[src/rtl/sensor_conditioner_pkg.sv]
// Shared definitions for the irrigation controller input stage.
// Holds the channel count, the channel index map used to pack the raw
// sensor/switch inputs into a vector, the debounce lengths for simulation
// and for the 50 MHz board build, and the Bs/Vs legality helper.
package sensor_conditioner_pkg;

  localparam int NUM_IN   = 5;

  localparam int IDX_US   = 0;
  localparam int IDX_BS   = 1;
  localparam int IDX_VS   = 2;
  localparam int IDX_ADUB = 3;
  localparam int IDX_T1   = 4;

  localparam int DEBOUNCE_CYCLES_SIM   = 16;
  localparam int DEBOUNCE_CYCLES_BOARD = 500000;

  // Bs/Vs both high is the one selector combination the downstream logic
  // cannot act on.
  function automatic logic pair_is_legal(input logic bs, input logic vs);
    return !(bs && vs);
  endfunction

endpackage

[src/rtl/sensor_conditioner_debounce_ch.sv]
// One input channel: 2-flop synchroniser followed by a saturating debounce
// counter and the stable level.
// Ports:
//   clk_i          clock
//   rst_i          synchronous active-high reset
//   raw_i          raw asynchronous input
//   stable_next_o  next-state of the stable level (valid in the cycle the
//                  stable level is about to update), so the parent can
//                  register derived outputs in the same cycle as the level.
module debounce_ch #(
  parameter int DEBOUNCE_CYCLES = 16,
  parameter int CNT_W           = $clog2(DEBOUNCE_CYCLES + 1)
) (
  input  logic clk_i,
  input  logic rst_i,
  input  logic raw_i,
  output logic stable_next_o
);

  localparam logic [CNT_W-1:0] CNT_TERM = CNT_W'(DEBOUNCE_CYCLES - 1);

  logic             sync1_q;
  logic             sync2_q;
  logic             stable_q;
  logic             stable_d;
  logic [CNT_W-1:0] cnt_q;
  logic [CNT_W-1:0] cnt_d;

  // Debounce next-state: any return to the stable value restarts the count;
  // the level only flips after DEBOUNCE_CYCLES consecutive mismatches.
  always_comb begin
    stable_d = stable_q;
    cnt_d    = cnt_q;
    if (sync2_q == stable_q) begin
      cnt_d = {CNT_W{1'b0}};
    end else if (cnt_q < CNT_TERM) begin
      cnt_d = cnt_q + CNT_W'(1);
    end else begin
      stable_d = sync2_q;
      cnt_d    = {CNT_W{1'b0}};
    end
  end

  // Synchroniser, counter and stable level registers.
  always_ff @(posedge clk_i) begin
    if (rst_i) begin
      sync1_q  <= 1'b0;
      sync2_q  <= 1'b0;
      stable_q <= 1'b0;
      cnt_q    <= {CNT_W{1'b0}};
    end else begin
      sync1_q  <= raw_i;
      sync2_q  <= sync1_q;
      stable_q <= stable_d;
      cnt_q    <= cnt_d;
    end
  end

  assign stable_next_o = stable_d;

endmodule

[src/rtl/sensor_conditioner.sv]
// Input stage of the irrigation controller: synchronises and debounces the
// five raw board inputs, validates the Bs/Vs selector pair and flags changes.
// Ports:
//   Clk, Rst                     clock, synchronous active-high reset
//   Us_raw..T1_raw               raw asynchronous sensor/switch inputs
//   Us, Adub, T1                 debounced levels
//   Bs, Vs                       debounced levels, held at the last legal
//                                pair while the pair is 11
//   Err                          high while the debounced pair is 11
//   Chg                          one-cycle pulse after any of Us/Bs/Vs/Adub/T1
//                                changes
module sensor_conditioner
  import sensor_conditioner_pkg::*;
#(
  parameter int DEBOUNCE_CYCLES = DEBOUNCE_CYCLES_SIM
) (
  input  logic Clk,
  input  logic Rst,
  input  logic Us_raw,
  input  logic Bs_raw,
  input  logic Vs_raw,
  input  logic Adub_raw,
  input  logic T1_raw,
  output logic Us,
  output logic Bs,
  output logic Vs,
  output logic Adub,
  output logic T1,
  output logic Err,
  output logic Chg
);

  localparam int CNT_W = $clog2(DEBOUNCE_CYCLES + 1);

  logic [NUM_IN-1:0] raw_s;
  logic [NUM_IN-1:0] stable_next_s;

  logic              us_q,   us_d;
  logic              bs_q,   bs_d;
  logic              vs_q,   vs_d;
  logic              adub_q, adub_d;
  logic              t1_q,   t1_d;
  logic              err_q,  err_d;
  logic              chg_q,  chg_d;
  logic [NUM_IN-1:0] out_s;
  logic [NUM_IN-1:0] prev_q;

  assign raw_s[IDX_US]   = Us_raw;
  assign raw_s[IDX_BS]   = Bs_raw;
  assign raw_s[IDX_VS]   = Vs_raw;
  assign raw_s[IDX_ADUB] = Adub_raw;
  assign raw_s[IDX_T1]   = T1_raw;

  for (genvar g = 0; g < NUM_IN; g++) begin : g_ch
    debounce_ch #(
      .DEBOUNCE_CYCLES (DEBOUNCE_CYCLES),
      .CNT_W           (CNT_W)
    ) u_debounce_ch (
      .clk_i         (Clk),
      .rst_i         (Rst),
      .raw_i         (raw_s[g]),
      .stable_next_o (stable_next_s[g])
    );
  end

  // Output next-state. The plain channels copy the channel's next stable
  // level, so these flops always equal the channel's stable level. Bs/Vs are
  // validated on the next stable pair so they move in the same cycle as it.
  always_comb begin
    us_d   = stable_next_s[IDX_US];
    adub_d = stable_next_s[IDX_ADUB];
    t1_d   = stable_next_s[IDX_T1];
    if (pair_is_legal(stable_next_s[IDX_BS], stable_next_s[IDX_VS])) begin
      bs_d  = stable_next_s[IDX_BS];
      vs_d  = stable_next_s[IDX_VS];
      err_d = 1'b0;
    end else begin
      bs_d  = bs_q;
      vs_d  = vs_q;
      err_d = 1'b1;
    end
  end

  assign out_s = {t1_q, adub_q, vs_q, bs_q, us_q};

  // Change detector compares the visible outputs against last cycle's copy;
  // Err is deliberately not part of the compared vector.
  always_comb begin
    chg_d = (out_s != prev_q);
  end

  // Output, previous-value and change-pulse registers.
  always_ff @(posedge Clk) begin
    if (Rst) begin
      us_q   <= 1'b0;
      bs_q   <= 1'b0;
      vs_q   <= 1'b0;
      adub_q <= 1'b0;
      t1_q   <= 1'b0;
      err_q  <= 1'b0;
      chg_q  <= 1'b0;
      prev_q <= {NUM_IN{1'b0}};
    end else begin
      us_q   <= us_d;
      bs_q   <= bs_d;
      vs_q   <= vs_d;
      adub_q <= adub_d;
      t1_q   <= t1_d;
      err_q  <= err_d;
      chg_q  <= chg_d;
      prev_q <= out_s;
    end
  end

  assign Us   = us_q;
  assign Bs   = bs_q;
  assign Vs   = vs_q;
  assign Adub = adub_q;
  assign T1   = t1_q;
  assign Err  = err_q;
  assign Chg  = chg_q;

endmodule

[config.mk]
export PLATFORM = sky130hd
export DESIGN_NAME = sensor_conditioner
export DESIGN_NICKNAME = d
export VERILOG_FILES = /design/src/rtl/sensor_conditioner_pkg.sv /design/src/rtl/sensor_conditioner_debounce_ch.sv /design/src/rtl/sensor_conditioner.sv
export SDC_FILE = /design/constraint.sdc
export NUM_CORES = 1
export LEC_CHECK = 0
export CAP_MARGIN = 10
export CORE_MARGIN = 2
export CORE_UTILIZATION = 45
export CTS_CLUSTER_SIZE = 40
export DETAILED_ROUTE_END_ITERATION = 12
export HOLD_SLACK_MARGIN = 0.06
export PLACE_DENSITY_LB_ADDON = 0.05
export SYNTH_ARGS = -nofsm -noshare
export SYNTH_HDL_FRONTEND = slang
export SYNTH_SLANG_ARGS = --single-unit
[constraint.sdc]
create_clock -name Clk -period 1.7 [get_ports Clk]
set_input_delay 0.255 -clock Clk [delete_from_list [all_inputs] [get_ports Clk]]
set_output_delay 0.255 -clock Clk [all_outputs]
set_load 0.05 [all_outputs]
# ---- Word-level counts from Yosys, hierarchy flattened
# Cells that the tools add are included.
dict set report totals {
  reg_bits 49
  output_inout_bits 7
}
dict set report classes {
  addsub 5
  order_cmp 5
  eq_ne 6
  mux 5
  bitwise_logic 8
  reduce_logical 9
}
# cell n
set ops {}
lappend ops {{5-bit by 1-bit adder with 5-bit output (second input constant)} 5}
lappend ops {{5-bit by 4-bit < comparator with 1-bit output (second input constant)} 5}
lappend ops {{3-bit OR reduction} 5}
lappend ops {{1-bit NOT} 8}
lappend ops {{2-bit AND reduction} 3}
lappend ops {{1-bit equality test} 5}
lappend ops {{1-bit two-way mux} 5}
lappend ops {{5-bit != test} 1}
lappend ops {{1-bit logical AND} 1}

# ---- Logic depth before layout (Yosys ltp)
# Gate-level depths: netlist of the first run.
dict set report depth {
  depth_word 5
  mapped_depth 3
  ltp_nobuf 3
}

# ---- By module
# A second synthesis of the first run with hierarchy kept.
dict set report hier_totals {
  cells_unflattened 163
  hier_area_um2 1896.8
}
# mod instances cells_each area_per_inst_um2 seq_area_each_um2
set modules_own_cells {}
lappend modules_own_cells {debounce_ch 5 26 301.5 160.2}
lappend modules_own_cells {sensor_conditioner 1 33 389.1 240.2}

# ---- Least setup slack after synthesis of the first run
# Ideal clock, no wire load.
dict set report synth_path {
  kind {reg-to-reg}
  start {reg g_ch[4].u_debounce_ch.stable_q}
  end {reg g_ch[4].u_debounce_ch.cnt_q[4]}
  t_arrival_ps 1209
  setup_slack_ps 375
  stages_incl_launch_ff 4
  n_path_buf 0
  cell_sequence {dfxtp_1 xor2_1 and3b_1 and4_1}
}
dict set report synth_between {
  elab_chain_len 2
}
# element line_no
set synth_lines {}
lappend synth_lines {{from (decl)} sensor_conditioner_debounce_ch.sv:24} ;# logic stable_q;
lappend synth_lines {{from (signal assigned)} sensor_conditioner_debounce_ch.sv:54} ;# stable_q <= stable_d;
lappend synth_lines {{1-bit equality test} sensor_conditioner_debounce_ch.sv:34} ;# if (sync2_q == stable_q) begin
lappend synth_lines {{3-bit OR reduction (no source line)} --}
lappend synth_lines {{to (signal assigned)} sensor_conditioner_debounce_ch.sv:50} ;# cnt_q <= {CNT_W{1'b0}};
lappend synth_lines {{to (signal assigned)} sensor_conditioner_debounce_ch.sv:55} ;# cnt_q <= cnt_d;
lappend synth_lines {{to (decl)} sensor_conditioner_debounce_ch.sv:26} ;# logic [CNT_W-1:0] cnt_q;
# Every way passes these cells.
# A chain may end at the register's enable or synchronous reset.

# ---- Worst setup path after layout of the first run
dict set report layout_path {
  start {reg chg_q (netlist: Chg)}
  end {out Chg}
}
# element line_no
set layout_lines {}
lappend layout_lines {{from (decl)} sensor_conditioner.sv:44} ;# logic chg_q, chg_d;
lappend layout_lines {{from (signal assigned)} sensor_conditioner.sv:110} ;# chg_q <= chg_d;
lappend layout_lines {{to (decl)} sensor_conditioner.sv:30} ;# output logic Chg
# No word-level cell between the ends.

==> results.yml, run 1 <==
sta:
  grt_setup_unrepaired: "no"
  setup_tns_ps: 0
  max_freq_mhz: 607
  number_of_failing_hold_endpoints_at_the_final_stage: 0
  setup_viol: 0
  finClkSkew_ps: 1.16
  fin_hold_ws_ps: 427
  post-route-worst-setup-slack_ps: 52.2
  finalCritPeriodShare_pct: 96.9
  relSlewSlack_pct: 66.7
  final_period_minus_worst_setup_slack_ps: 1650
  max_slew.worst_pin.slew_ps: 499
  max_slew_violation_count: 0
pwr:
  total_switching_power_uw: 367
  power.clock.fraction_pct: 33.9
  p_leak_nw: 0.861
  internal-power_mw: 1.49
  p_sw_share_pct: 19.8
  comb_power_share_pct: 2.9
  fin_total_pwr_mw: 1.85
  power-per-cell-area_mw_per_mm2: 915
  seq_power_share_pct: 63.2
  worst_supply_voltage_drop_on_vdd_v: 0.000449
grt:
  antenna_violations_before_repair: 0
  groute.usage.overall_pct: 14.2
  use_met2_pct: 24.9
  grt_pass1_vias: 1124
  grt_start_max_net_pins: 16
  grt_use_met3_pct: 4.09
  grt-ovfl-total: 0
  grt_first_pass_wirelength_um: 4630
  grt_busiest_layer: "met2"
  grtUsageMet1_pct: 15.2
synth:
  post-synth-top-area-fraction_pct: 56.0
  yosys_warnings: 0
  yosysMostFrequentCell: "sky130_fd_sc_hd__dfxtp_1"
  synthCells: 156
  synth_fp_nets: 168
  asr_flop_ratio_synth_pct: 0
  synth_ff_type: "sky130_fd_sc_hd__dfxtp_1"
  synth.area.top_cells: "sky130_fd_sc_hd__dfxtp_1 (56%), sky130_fd_sc_hd__nor2b_1 (6.8%), sky130_fd_sc_hd__xor2_1 (5.0%), sky130_fd_sc_hd__nor2_1 (3.6%), sky130_fd_sc_hd__ha_1 (3.6%)"
  synth.avg_cell_area_sq_um: 11.2
  synth_largest_area_cell: "sky130_fd_sc_hd__dfxtp_1"
  synthTopCellsByCount: "sky130_fd_sc_hd__dfxtp_1 (49), sky130_fd_sc_hd__nor2b_1 (19), sky130_fd_sc_hd__nor2_1 (17), sky130_fd_sc_hd__xor2_1 (10), sky130_fd_sc_hd__a31oi_1 (6)"
  synth-edff-count: 0
  synth_cell_type_count: 25
  synth_area_sq_mm: 0.00175
  yosys_register_bits: 49
  seq_area_frac_synth_pct: 56.0
routing:
  routedWlPerCell_um: 11.6
  dr.pass1.iters: 2
  finalWirelength_um: 2620
  vias: 1117
  drc: 0
  remaining_antenna_violation_count_after_routing: 0
  route.detailed.vias_per_inst: 4.96
  drt-initial-drc-count: 30
final_layout:
  post_route_cells_drive_above_1_share_pct: 9.60
  final_nets: 188
  stdcell_count: 225
  area_growth_pct: 15.5
  ff_latch_area_sq_um: 981
  num-fill-cells: 338
  multiInputGateArea_sq_um: 742
  diodes: 0
setup_path:
  critical-path-slowest-cell: "sky130_fd_sc_hd__clkdlybuf4s50_1"
  worst_r2r_endpoint: "Vs$_SDFFE_PP0N_"
  required_ps: 1440
  cp.arrival_ps: 1390
  crit_chain: "clkdlybuf4s50_1"
  timing.critical_path.from_type: "flop"
  largest_stage_delay_worst_path_ps: 790
  r2r_cells: 3
  timing.rr.start: "g_ch[2].u_debounce_ch.cnt_q[0]$_SDFF_PP0_"
  worstPathMaxFanout: 1
  worstSetupPathType: "reg2out"
  reg2reg_setup_slack_ps: 340
  timing.critical_path.to_type: "output pin"
  worst-path-buf-inv: 1
  timing.critical_path.max_delay_family: "buffers and inverters"
placed_design:
  hpwl_detailed_um: 1970
  port_buffers: 13
  dp_worst_setup_slack_ps: 189
  gp_congestion: 0.674
  placed_cells_incl_taps: 217
min_path:
  hp-start: "g_ch[0].u_debounce_ch.cnt_q[4]$_SDFF_PP0_"
  hold_endpoint: "g_ch[0].u_debounce_ch.cnt_q[0]$_SDFF_PP0_"
  min-delay-path-class: "reg2reg"
  worst_hold_path.num_cells: 1
cts:
  clock_path_buffers: 2
  cts_buffers: 5
  tritoncts: "yes"
  clk-insertion-delay-late_ps: 290
  cts_resized: 0
  cts_num_sinks: 49
  ctsHtreeMaxLevel: 2
  cts_hold_repair.buffers: 0
  post_cts.repair.setup_buffers: 0
  clockRootBuffer: "sky130_fd_sc_hd__clkbuf_8"
  clock_edge_transition_at_the_registers_on_the_reported_setup_and_hold_paths_ps: 80
status:
  result_of_the_run: "finished clean"
floorplan:
  floorplan.core_area_sq_mm: 0.00372
  die_x_um: 66.4
  effective_utilization_at_floorplan_pct: 47.2
  ioPinCount: 14
  dieArea_sq_mm: 0.00441
  height_of_the_die_um: 66.4
  fp-row-count: 22
flow_run:
  drv_cap: 0
-- cell families (layout without fill, tap and decap cells) --
kind of cell             count (synthesis)  in the layout  share of synthesized area [%]
multiplexers                             5              5                           2.86
AO/OA/AOI/OAI                           13             13                           7.50
AND/OR/NAND/NOR                         61             61                           20.9
adder cells (fa/ha/maj)                  5              5                           3.57
flip-flops                              49             49                           56.0
XOR/XNOR                                15             15                           7.49
buffers and inverters                    8             29                           1.71
-- routing by layer --
| layer | wire length, um | vias up |
|---|---|---|
| met3 | 86 | 8 |
| met5 | 0 | - |
| met1 | 1190 | 521 |
| li1 | - | 573 |
| met4 | 59 | 0 |
| met2 | 1280 | 15 |
-- sequential cells by signal (all words and copies together), names as in the netlist --
register	cells
Bs	1
Vs	1
Chg	1
Err	1
g_ch.u_debounce_ch.sync1_q	5
prev_q	5
g_ch.u_debounce_ch.sync2_q	5
g_ch.u_debounce_ch.stable_q	5
g_ch.u_debounce_ch.cnt_q	25
-- layout make-up --
class / count / share of cell area [%]
Inverter: 5 / 0.927
Multi-Input combinational cell: 99 / 36.7
Timing Repair Buffer: 16 / 7.05
Sequential cell: 49 / 48.5
Clock buffer: 8 / 3.96
Tap cell: 48 / 2.97
-- cells in the final DEF (no fill, tap or decap), types with 2 or more instances in the layout --
cell,netlist,final
sky130_fd_sc_hd__xnor2_1,5,5
sky130_fd_sc_hd__clkdlybuf4s50_1,0,7
sky130_fd_sc_hd__ha_1,5,5
sky130_fd_sc_hd__a41oi_1,3,3
sky130_fd_sc_hd__nor2_1,17,17
sky130_fd_sc_hd__and3b_1,2,2
sky130_fd_sc_hd__a31oi_1,6,6
sky130_fd_sc_hd__nor3b_1,2,2
sky130_fd_sc_hd__buf_4,0,8
sky130_fd_sc_hd__nand3b_1,4,4
sky130_fd_sc_hd__dfxtp_1,49,49
sky130_fd_sc_hd__nor2b_1,19,19
sky130_fd_sc_hd__clkbuf_1,3,3
sky130_fd_sc_hd__inv_1,5,5
sky130_fd_sc_hd__nand3_1,3,3
sky130_fd_sc_hd__and2_1,4,4
sky130_fd_sc_hd__nor4b_1,5,5
sky130_fd_sc_hd__xor2_1,10,10
sky130_fd_sc_hd__mux2i_1,5,5
sky130_fd_sc_hd__clkbuf_8,0,5
sky130_fd_sc_hd__and4_1,2,2
-- through the flow --
step / utilization (%) / area [sq um]
after CTS: 54.4 / 2020
after floorplan: - / 1750
after global placement: 52.3 / 1940
final: 54.5 / 2020
after detailed placement: 52.3 / 1940
after global routing: 54.5 / 2020
-- worst max path at each step --
stage	from	end	slack [ps]	cells after the start
global placement	Rst	g_ch[2].u_debounce_ch.cnt_q[4]$_SDFF_PP0_	230	4
CTS	Err$_SDFF_PP0_	Err	20	1
finish	Chg$_SDFF_PP0_	Chg	50	1
detailed placement	Rst	g_ch[2].u_debounce_ch.cnt_q[4]$_SDFF_PP0_	190	4
global route	Chg$_SDFF_PP0_	Chg	2	1
floorplan	g_ch[4].u_debounce_ch.stable_q$_SDFFE_PP0P_	g_ch[4].u_debounce_ch.cnt_q[4]$_SDFF_PP0_	370	3
-- power by group through the flow --
stage	Clock (mW)	Combinational (mW)	Sequential, mW
6_report	0.629	0.0536	1.17
5_1_grt	0.709	0.0604	1.17
4_1_cts	0.661	0.0546	1.17
3_5_place_dp	0	0.0545	1.20
3_3_place_gp	0	0.0526	1.20
2_1_floorplan	0	0.0298	1.20
Note: power is estimated with default switching activity, not from simulation.
==> run 2, diff against run 1 <==
==> constraint.sdc (replaced) <==
create_clock -name Clk -period 1.8 [get_ports Clk]
set_input_delay 0.27 -clock Clk [delete_from_list [all_inputs] [get_ports Clk]]
set_output_delay 0.27 -clock Clk [all_outputs]
set_load 0.05 [all_outputs]
==> results.yml, run 2 (same netlist as run 1, synthesis figures left out) <==
setup_path:
  crit_chain: "clkdlybuf4s50_1"
  required_ps: 1530
  critical-path-slowest-cell: "sky130_fd_sc_hd__clkdlybuf4s50_1"
  timing.critical_path.from_type: "flop"
  worstSetupPathType: "reg2out"
  worstPathMaxFanout: 1
  timing.critical_path.max_delay_family: "buffers and inverters"
  cp.arrival_ps: 1380
  largest_stage_delay_worst_path_ps: 790
  timing.critical_path.to_type: "output pin"
  timing.critical_path.from: "Err$_SDFF_PP0_"
  timing.rr.start: "g_ch[2].u_debounce_ch.cnt_q[0]$_SDFF_PP0_"
  worst-path-buf-inv: 1
sta:
  number_of_failing_hold_endpoints_at_the_final_stage: 0
  relSlewSlack_pct: 67.3
  final_period_minus_worst_setup_slack_ps: 1650
  finClkSkew_ps: 3.93
  setup_viol: 0
  max_slew_violation_count: 0
  max_slew.worst_pin.slew_ps: 489
  grt_setup_unrepaired: "no"
  setup_tns_ps: 0
  finalCritPeriodShare_pct: 91.8
  max_freq_mhz: 605
cts:
  clock_edge_transition_at_the_registers_on_the_reported_setup_and_hold_paths_ps: 80
  clock_path_buffers: 2
  cts_resized: 0
  clockRootBuffer: "sky130_fd_sc_hd__clkbuf_8"
  post_cts.repair.setup_buffers: 0
  ctsHtreeMaxLevel: 2
  clk-insertion-delay-late_ps: 290
  cts_num_sinks: 49
  cts_buffers: 5
  cts_hold_repair.buffers: 0
  tritoncts: "yes"
final_layout:
  final_nets: 187
  final_core_utilization_pct: 54.2
  layout_commonest_cell: "sky130_fd_sc_hd__dfxtp_1"
  largest_register_ff_count: 25
  diodes: 0
  stdcell_count: 224
  largest_register: "g_ch.u_debounce_ch.cnt_q"
  layout_common_cells: "sky130_fd_sc_hd__dfxtp_1 (49), sky130_fd_sc_hd__nor2b_1 (19), sky130_fd_sc_hd__nor2_1 (17), sky130_fd_sc_hd__xor2_1 (10), sky130_fd_sc_hd__clkdlybuf4s50_1 (8)"
  area_growth_pct: 14.9
  post-route-cell-area_sq_mm: 0.00201
  num-fill-cells: 331
  ff_latch_area_sq_um: 981
  multiInputGateArea_sq_um: 742
  post_route_cells_drive_above_1_share_pct: 9.09
floorplan:
  effective_utilization_at_floorplan_pct: 47.2
  fp-row-count: 22
  die_x_um: 66.4
  ioPinCount: 14
  floorplan.core_area_sq_mm: 0.00372
  height_of_the_die_um: 66.4
  dieArea_sq_mm: 0.00441
min_path:
  hp-start: "g_ch[4].u_debounce_ch.cnt_q[4]$_SDFF_PP0_"
  min-delay-path-class: "reg2reg"
grt:
  grt_pass1_vias: 1133
  grt-ovfl-total: 0
  antenna_violations_before_repair: 0
  grt_first_pass_wirelength_um: 4650
  grt_start_max_net_pins: 19
  groute.usage.overall_pct: 13.9
placed_design:
  port_buffers: 13
  hpwl_detailed_um: 1830
  gp_congestion: 0.699
  placed_cells_incl_taps: 216
  post_dp_cell_area_sq_mm: 0.00193
routing:
  dr.pass1.iters: 4
  drc: 0
  vias: 1104
  drt-initial-drc-count: 48
  remaining_antenna_violation_count_after_routing: 0
  routedWlPerCell_um: 11.4
  route.detailed.vias_per_inst: 4.93
  finalWirelength_um: 2550
pwr:
  seq_power_share_pct: 63.2
  comb_power_share_pct: 2.8
  power-per-cell-area_mw_per_mm2: 868
  total_switching_power_uw: 347
  worst_supply_voltage_drop_on_vdd_v: 0.000599
  internal-power_mw: 1.40
  p_sw_share_pct: 19.8
  p_leak_nw: 0.837
  power.clock.fraction_pct: 34.0
flow_run:
  drv_cap: 0
status:
  result_of_the_run: "finished clean"
## run 2: cell types whose count changed in the layout (fill, tap and decap cells not counted)
| cell | change |
|---|---|
| sky130_fd_sc_hd__dlymetal6s2s_1 | -1 |
| sky130_fd_sc_hd__clkdlybuf4s50_1 | +1 |
| sky130_fd_sc_hd__buf_4 | -1 |
## run 2: power groups by stage
stage | Sequential [mW] | Clock, mW | Combinational (mW)
floorplan | 1.13 | 0 | 0.0281
CTS | 1.11 | 0.624 | 0.0497
global route | 1.11 | 0.662 | 0.0542
global placement | 1.13 | 0 | 0.0483
detailed placement | 1.13 | 0 | 0.0496
finish | 1.11 | 0.595 | 0.0489
## run 2: metrics by stage
stage	setup slack, ps	hold slack [ps]	total power [mW]
floorplan	475	398	1.16
global placement	274	418	1.18
detailed placement	230	417	1.18
CTS	128	429	1.78
global route	114	449	1.82
finish	147	432	1.75
## run 2: cell type report
class / count / area share, %
repair buffers: 15 / 6.58
clock buffers: 8 / 3.98
inverters: 5 / 0.932
well taps: 48 / 2.98
flip-flops and latches: 49 / 48.7
multi-input cells: 99 / 36.8
## run 2: path summary, 6_finish.rpt
| kind | to | slack, ps | cells after the start |
|---|---|---|---|
| worst max-delay path | Err | 150 | 1 |
| worst min-delay path | g_ch[4].u_debounce_ch.cnt_q[0]$_SDFF_PP0_ | 430 | 1 |
| worst max register to register | Vs$_SDFFE_PP0N_ | 440 | 3 |
| worst min register to register | g_ch[4].u_debounce_ch.cnt_q[0]$_SDFF_PP0_ | 430 | 1 |
## run 2: per-layer routing
metal  global-route usage [%]  part of all wire (%)  up-vias
li1                         -                     -      569
met1                     16.4                    48      515
met2                     22.9                    47       16
met3                     3.58                   3.8        4
met4                     7.91                   1.5        0
met5                        0                     0        -
==> run 3, diff against run 2 <==
--- a/config.mk
+++ b/config.mk
@@ -14,4 +14,5 @@
 export PLACE_DENSITY_LB_ADDON = 0.05
 export SYNTH_ARGS = -nofsm -noshare
 export SYNTH_HDL_FRONTEND = slang
+export SYNTH_HIERARCHICAL = 1
 export SYNTH_SLANG_ARGS = --single-unit
==> results.yml, run 3 <==
status:
  result_of_the_run: "finished clean"
setup_path:
  timing.critical_path.max_delay_family: "buffers and inverters"
  worst-path-buf-inv: 1
  timing.rr.start: "g_ch[1].u_debounce_ch/cnt_q[3]$_SDFF_PP0_"
  reg2reg_setup_slack_ps: 490
  worst_setup_path_endpoint: "Err"
  crit_chain: "clkdlybuf4s50_1"
  required_ps: 1530
  worst_r2r_endpoint: "Vs$_SDFFE_PP0N_"
  cp.arrival_ps: 1410
  timing.critical_path.from: "Err$_SDFF_PP0_"
  critical-path-slowest-cell: "sky130_fd_sc_hd__clkdlybuf4s50_1"
  worstSetupPathType: "reg2out"
  timing.critical_path.from_type: "flop"
  largest_stage_delay_worst_path_ps: 790
  timing.critical_path.to_type: "output pin"
  worstPathMaxFanout: 1
  r2r_cells: 4
  critical_path_cell_count: 1
synth:
  synth-edff-count: 0
  synth_ff_type: "sky130_fd_sc_hd__dfxtp_1"
  synth_area_sq_mm: 0.00190
  synth_xor_xnor_area_share_pct: 9.23
  synth.avg_cell_area_sq_um: 11.6
  synth_largest_area_cell: "sky130_fd_sc_hd__dfxtp_1"
  synth-simple-area-share_pct: 22.8
  yosysMostFrequentCell: "sky130_fd_sc_hd__dfxtp_1"
  synth_cell_type_count: 19
  synth_fp_nets: 175
  synth-adder-area-share_pct: 3.30
  synthMuxAreaShare_pct: 3.96
  seq_area_frac_synth_pct: 54.9
  synth.area.top_cells: "sky130_fd_sc_hd__dfxtp_1 (55%), sky130_fd_sc_hd__nor2b_1 (6.3%), sky130_fd_sc_hd__xor2_1 (6.0%), sky130_fd_sc_hd__a41oi_2 (4.3%), sky130_fd_sc_hd__mux2_4 (4.0%)"
  synthCells: 163
  yosys_warnings: 6
  synthTopCellsByCount: "sky130_fd_sc_hd__dfxtp_1 (52), sky130_fd_sc_hd__nor2_1 (20), sky130_fd_sc_hd__nor2b_1 (19), sky130_fd_sc_hd__xor2_1 (13), sky130_fd_sc_hd__nand3_1 (10)"
  yosys_register_bits: 52
  combinational_family_with_the_most_area_after_synthesis: "simple AND/OR/NAND/NOR gates"
  synth-compound-area-share_pct: 4.62
  asr_flop_ratio_synth_pct: 0
  post-synth-top-area-fraction_pct: 54.9
routing:
  remaining_antenna_violation_count_after_routing: 0
  finalWirelength_um: 2760
  drc: 0
  dr.pass1.iters: 4
  vias: 1152
  drt-initial-drc-count: 41
  routedWlPerCell_um: 11.8
  route.detailed.vias_per_inst: 4.92
grt:
  grt_use_met3_pct: 3.90
  grt-ovfl-total: 0
  antenna_violations_before_repair: 0
  use_met2_pct: 21.6
  groute.usage.overall_pct: 13.3
  grt_busiest_layer: "met2"
  grt_pass1_vias: 1094
  grt_start_max_net_pins: 38
  grt_first_pass_wirelength_um: 4510
  grtUsageMet1_pct: 14.4
sta:
  finalCritPeriodShare_pct: 93.3
  grt_setup_unrepaired: "no"
  max_freq_mhz: 595
  setup_viol: 0
  number_of_failing_hold_endpoints_at_the_final_stage: 0
  setup_tns_ps: 0
  max_slew_violation_count: 0
  finClkSkew_ps: 2.96
  relSlewSlack_pct: 67.2
  max_slew.worst_pin.slew_ps: 490
  final_period_minus_worst_setup_slack_ps: 1680
floorplan:
  effective_utilization_at_floorplan_pct: 47.1
  height_of_the_die_um: 68.9
  fp-row-count: 23
  floorplan.core_area_sq_mm: 0.00403
  ioPinCount: 14
  die_x_um: 68.9
  dieArea_sq_mm: 0.00475
final_layout:
  largest_register_ff_count: 25
  largest_register: "g_ch.u_debounce_ch/cnt_q"
  stdcell_count: 234
  area_growth_pct: 15.0
  diodes: 0
  final_nets: 195
  num-fill-cells: 372
  layout_commonest_cell: "sky130_fd_sc_hd__dfxtp_1"
  layout_common_cells: "sky130_fd_sc_hd__dfxtp_1 (52), sky130_fd_sc_hd__nor2_1 (20), sky130_fd_sc_hd__nor2b_1 (19), sky130_fd_sc_hd__xor2_1 (13), sky130_fd_sc_hd__nand3_1 (10)"
  post_route_cells_drive_above_1_share_pct: 15.2
  final_core_utilization_pct: 54.2
cts:
  post_cts.repair.setup_buffers: 0
  clock_path_buffers: 2
  clock_edge_transition_at_the_registers_on_the_reported_setup_and_hold_paths_ps: 80
  ctsHtreeMaxLevel: 2
  clk-insertion-delay-late_ps: 300
  tritoncts: "yes"
  cts_resized: 0
  clockRootBuffer: "sky130_fd_sc_hd__clkbuf_8"
  cts_num_sinks: 52
  cts_hold_repair.buffers: 0
  cts_buffers: 5
placed_design:
  port_buffers: 13
  hpwl_detailed_um: 1930
  placed_cells_incl_taps: 226
  gp_congestion: 0.700
pwr:
  power-per-cell-area_mw_per_mm2: 864
  worst_supply_voltage_drop_on_vdd_v: 0.000513
  p_leak_nw: 0.832
min_path:
  min-delay-path-class: "reg2reg"
flow_run:
  drv_cap: 0
-- run 3: cell types whose count changed after synthesis, sizes merged, moves of 4 or more --
cell,change
mux2,+5
nand3,+7
mux2i,-5
and2,-4
nor2b,+6
a31oi,-5
-- run 3: per-layer routing --
| metal | routed length, um | vias to the layer above |
|---|---|---|
| li1 | - | 583 |
| met1 | 1250 | 548 |
| met2 | 1350 | 14 |
| met3 | 88 | 7 |
| met4 | 69 | 0 |
| met5 | 0 | - |
-- run 3: cell families after synthesis --
logic type / after synthesis
DFF: 52
and+or+nand+nor: 69
buffers and inverters: 6
adders and majority gates: 5
muxes: 5
xor gates and xnor gates: 20
AOI/OAI and AO/OA: 6
-- run 3: layout make-up --
cell class | instances | area (sq um) | share of cell area (%)
flip-flops and latches | 52 | 1040 | 47.7
multi-input cells | 105 | 832 | 38.1
repair buffers | 14 | 138 | 6.31
clock buffers | 8 | 90.1 | 4.13
well taps | 50 | 62.6 | 2.87
inverters | 5 | 18.8 | 0.860
-- run 3: how the worst min path moves through the flow --
stage	start	endpoint	slack, ps	cells past startpoint
after floorplan	Rst	g_ch[0].u_debounce_ch/stable_q$_SDFF_PP0_	330	1
after global placement	g_ch[0].u_debounce_ch/sync1_q$_SDFF_PP0_	g_ch[0].u_debounce_ch/sync2_q$_SDFF_PP0_	420	1
final	g_ch[0].u_debounce_ch/sync1_q$_SDFF_PP0_	g_ch[0].u_debounce_ch/sync2_q$_SDFF_PP0_	450	1
after global routing	g_ch[0].u_debounce_ch/sync1_q$_SDFF_PP0_	g_ch[0].u_debounce_ch/sync2_q$_SDFF_PP0_	460	1
after detailed placement	g_ch[0].u_debounce_ch/sync1_q$_SDFF_PP0_	g_ch[0].u_debounce_ch/sync2_q$_SDFF_PP0_	430	1
after CTS	g_ch[2].u_debounce_ch/sync1_q$_SDFF_PP0_	g_ch[2].u_debounce_ch/sync2_q$_SDFF_PP0_	450	1
-- run 3: stage by stage --
step / hold WS (ps) / area (sq um) / power (mW) / worst slack (ps)
after floorplan: 334 / 1900 / 1.22 / 572
after global placement: 421 / 2090 / 1.25 / 409
after detailed placement: 427 / 2090 / 1.25 / 360
after CTS: 451 / 2180 / 1.92 / 98.7
after global routing: 463 / 2180 / 1.97 / 70.7
final: 446 / 2180 / 1.89 / 120
-- run 3: where the power goes --
| group | internal, mW | leakage, nW | switching (mW) |
|---|---|---|---|
| combinational | 0.0290 | 0.366 | 0.0256 |
| clock | 0.314 | 0.0455 | 0.347 |
| sequential | 1.16 | 0.421 | 0.00777 |
==> variant, RTL diff (flow settings as in run 3) <==
Remove the register `err_q`: a continuous assignment takes its place, so the output `Err` follows one clock earlier.
--- a/src/rtl/sensor_conditioner.sv
+++ b/src/rtl/sensor_conditioner.sv
@@ -97,7 +97,6 @@
       vs_q   <= 1'b0;
       adub_q <= 1'b0;
       t1_q   <= 1'b0;
-      err_q  <= 1'b0;
       chg_q  <= 1'b0;
       prev_q <= {NUM_IN{1'b0}};
     end else begin
@@ -106,11 +105,12 @@
       vs_q   <= vs_d;
       adub_q <= adub_d;
       t1_q   <= t1_d;
-      err_q  <= err_d;
       chg_q  <= chg_d;
       prev_q <= out_s;
     end
   end
+
+  assign err_q = err_d;
 
   assign Us   = us_q;
   assign Bs   = bs_q;
Formal check against the unedited RTL: same outputs for any inputs over 10 cycles, from zero or initial values and one cycle with Rst high; that may be too few to reach the edited logic, so the function may still have changed.
==> variant against run 3 <==
- hold slack lost 0.0021 ns
- register-to-register slack lost 0.10 ns
- power grew 11%
- routed wire length up 0.83%
- cell area increased by 2.9%
- sequential cell count is 1 lower
- die area down 1.1%
- clock power up 36%
- area after synthesis decreased by 1.2%
- worst setup slack got worse by 0.088 ns
- largest power group unchanged
==> variant: results (changes against run 3) <==
* Slew margin rel. at 66.28% (-0.94 points)
* Crit-path max cell delay at 0.35 ns (-0.44 ns)
* Layout cells sized above 1 at 21.39% (+6.2 points)
* First-pass GRT wire length at 4.857 mm (+7.8%)
* Maximum VDD drop at 0.5135 mV (+0.14%)
* Number of cells after detailed placement at 225 (-0.44%)
* Status: finished, final reports clean
* Dominant cells by area after synthesis: dfxtp_1 54%, nor2b_1 6.3%, xor2_1 6.1%
* Fill count at 335 (-9.9%)
* Clock Skew at 0.005445 ns (+0.002490 ns)
* Critical-path top delay cell: dfxtp_4
* R2R Setup Slk at 0.39 ns (-0.10 ns)
* Non-Clock Buffer Area Fraction at 7.525% (+1.2 points)
* Routability cong. at 0.6016 (-14%)
* Largest net degree at the start of global routing at 37 (-2.6%)
* Leak at 0.8685 nW (+4.3%)
* DR iter-0 viols at 28 (-32%)
* Nets at 198 (+1.5%)
* Total GRT Usage at 14.05% (+0.76 points)
* Crit-path max FO at 2 (+1)
* Synth Register Bits at 51 (-1.9%)
* Top delay family on crit path: flip-flops
* Met2 track demand over resource at 24.04% (+2.4 points)
* Reg2Reg Depth at 5 (+1)
* Area taken by flip-flops and latches at 0.001030 mm2 (-1.1%)
* Detailed Route WL at 2.779 mm (+0.83%)
* Fmax at 565.8 MHz (-5.0%)
* 1st-pass router iterations at 2 (-2)
* Placed instance area at 0.002067 mm2 (-1.2%)
* Post-synthesis sequential area ratio at 54.47% (-0.41 points)
* Met1 GRT Util at 15.18% (+0.75 points)
* Launching point of the worst reg2reg path: g_ch[1].u_debounce_ch/cnt_q[2]$_SDFF_PP0_
* Clock buf/inv share at 5.909% (+1.8 points)
* Non-clock buffers at 18 (+4)
* Met3 WL post-DR at 105 um (+19%)
-- variant: kinds of logic (layout without fill, tap and decap cells) --
| logic type | Yosys count | after routing | share of synthesized area (%) |
|---|---|---|---|
| fa+ha+maj | 5 | 5 | 3.338 |
| buf+inv | 6 | 31 | 1.268 |
| flops | 51 | 51 | 54.47 |
| xor+xnor | 20 | 20 | 9.346 |
| mux | 5 | 5 | 4.005 |
| simple gates | 69 | 69 | 22.90 |
| compound gates | 6 | 6 | 4.673 |
-- variant: worst min path at each step --
stage                                         startpoint                                        end  slack, ns  cells after the start
6_report       g_ch[2].u_debounce_ch/cnt_q[4]$_SDFF_PP0_  g_ch[2].u_debounce_ch/cnt_q[0]$_SDFF_PP0_       0.44                      1
5_1_grt         g_ch[4].u_debounce_ch/sync1_q$_SDFF_PP0_   g_ch[4].u_debounce_ch/sync2_q$_SDFF_PP0_       0.47                      1
3_3_place_gp    g_ch[3].u_debounce_ch/sync1_q$_SDFF_PP0_   g_ch[3].u_debounce_ch/sync2_q$_SDFF_PP0_       0.42                      1
2_1_floorplan                                        Rst  g_ch[0].u_debounce_ch/stable_q$_SDFF_PP0_       0.33                      1
3_5_place_dp    g_ch[0].u_debounce_ch/sync1_q$_SDFF_PP0_   g_ch[0].u_debounce_ch/sync2_q$_SDFF_PP0_       0.43                      1
4_1_cts         g_ch[0].u_debounce_ch/sync1_q$_SDFF_PP0_   g_ch[0].u_debounce_ch/sync2_q$_SDFF_PP0_       0.45                      1
-- variant: power groups by stage --
stage | Clock [W] | Combinational [W] | Sequential, W
floorplan | 0 | 0.0000232 | 0.00117
global placement | 0 | 0.0000540 | 0.00118
detailed placement | 0 | 0.0000553 | 0.00118
CTS | 0.000923 | 0.0000557 | 0.00115
global route | 0.000982 | 0.0000604 | 0.00115
finish | 0.000900 | 0.0000546 | 0.00115
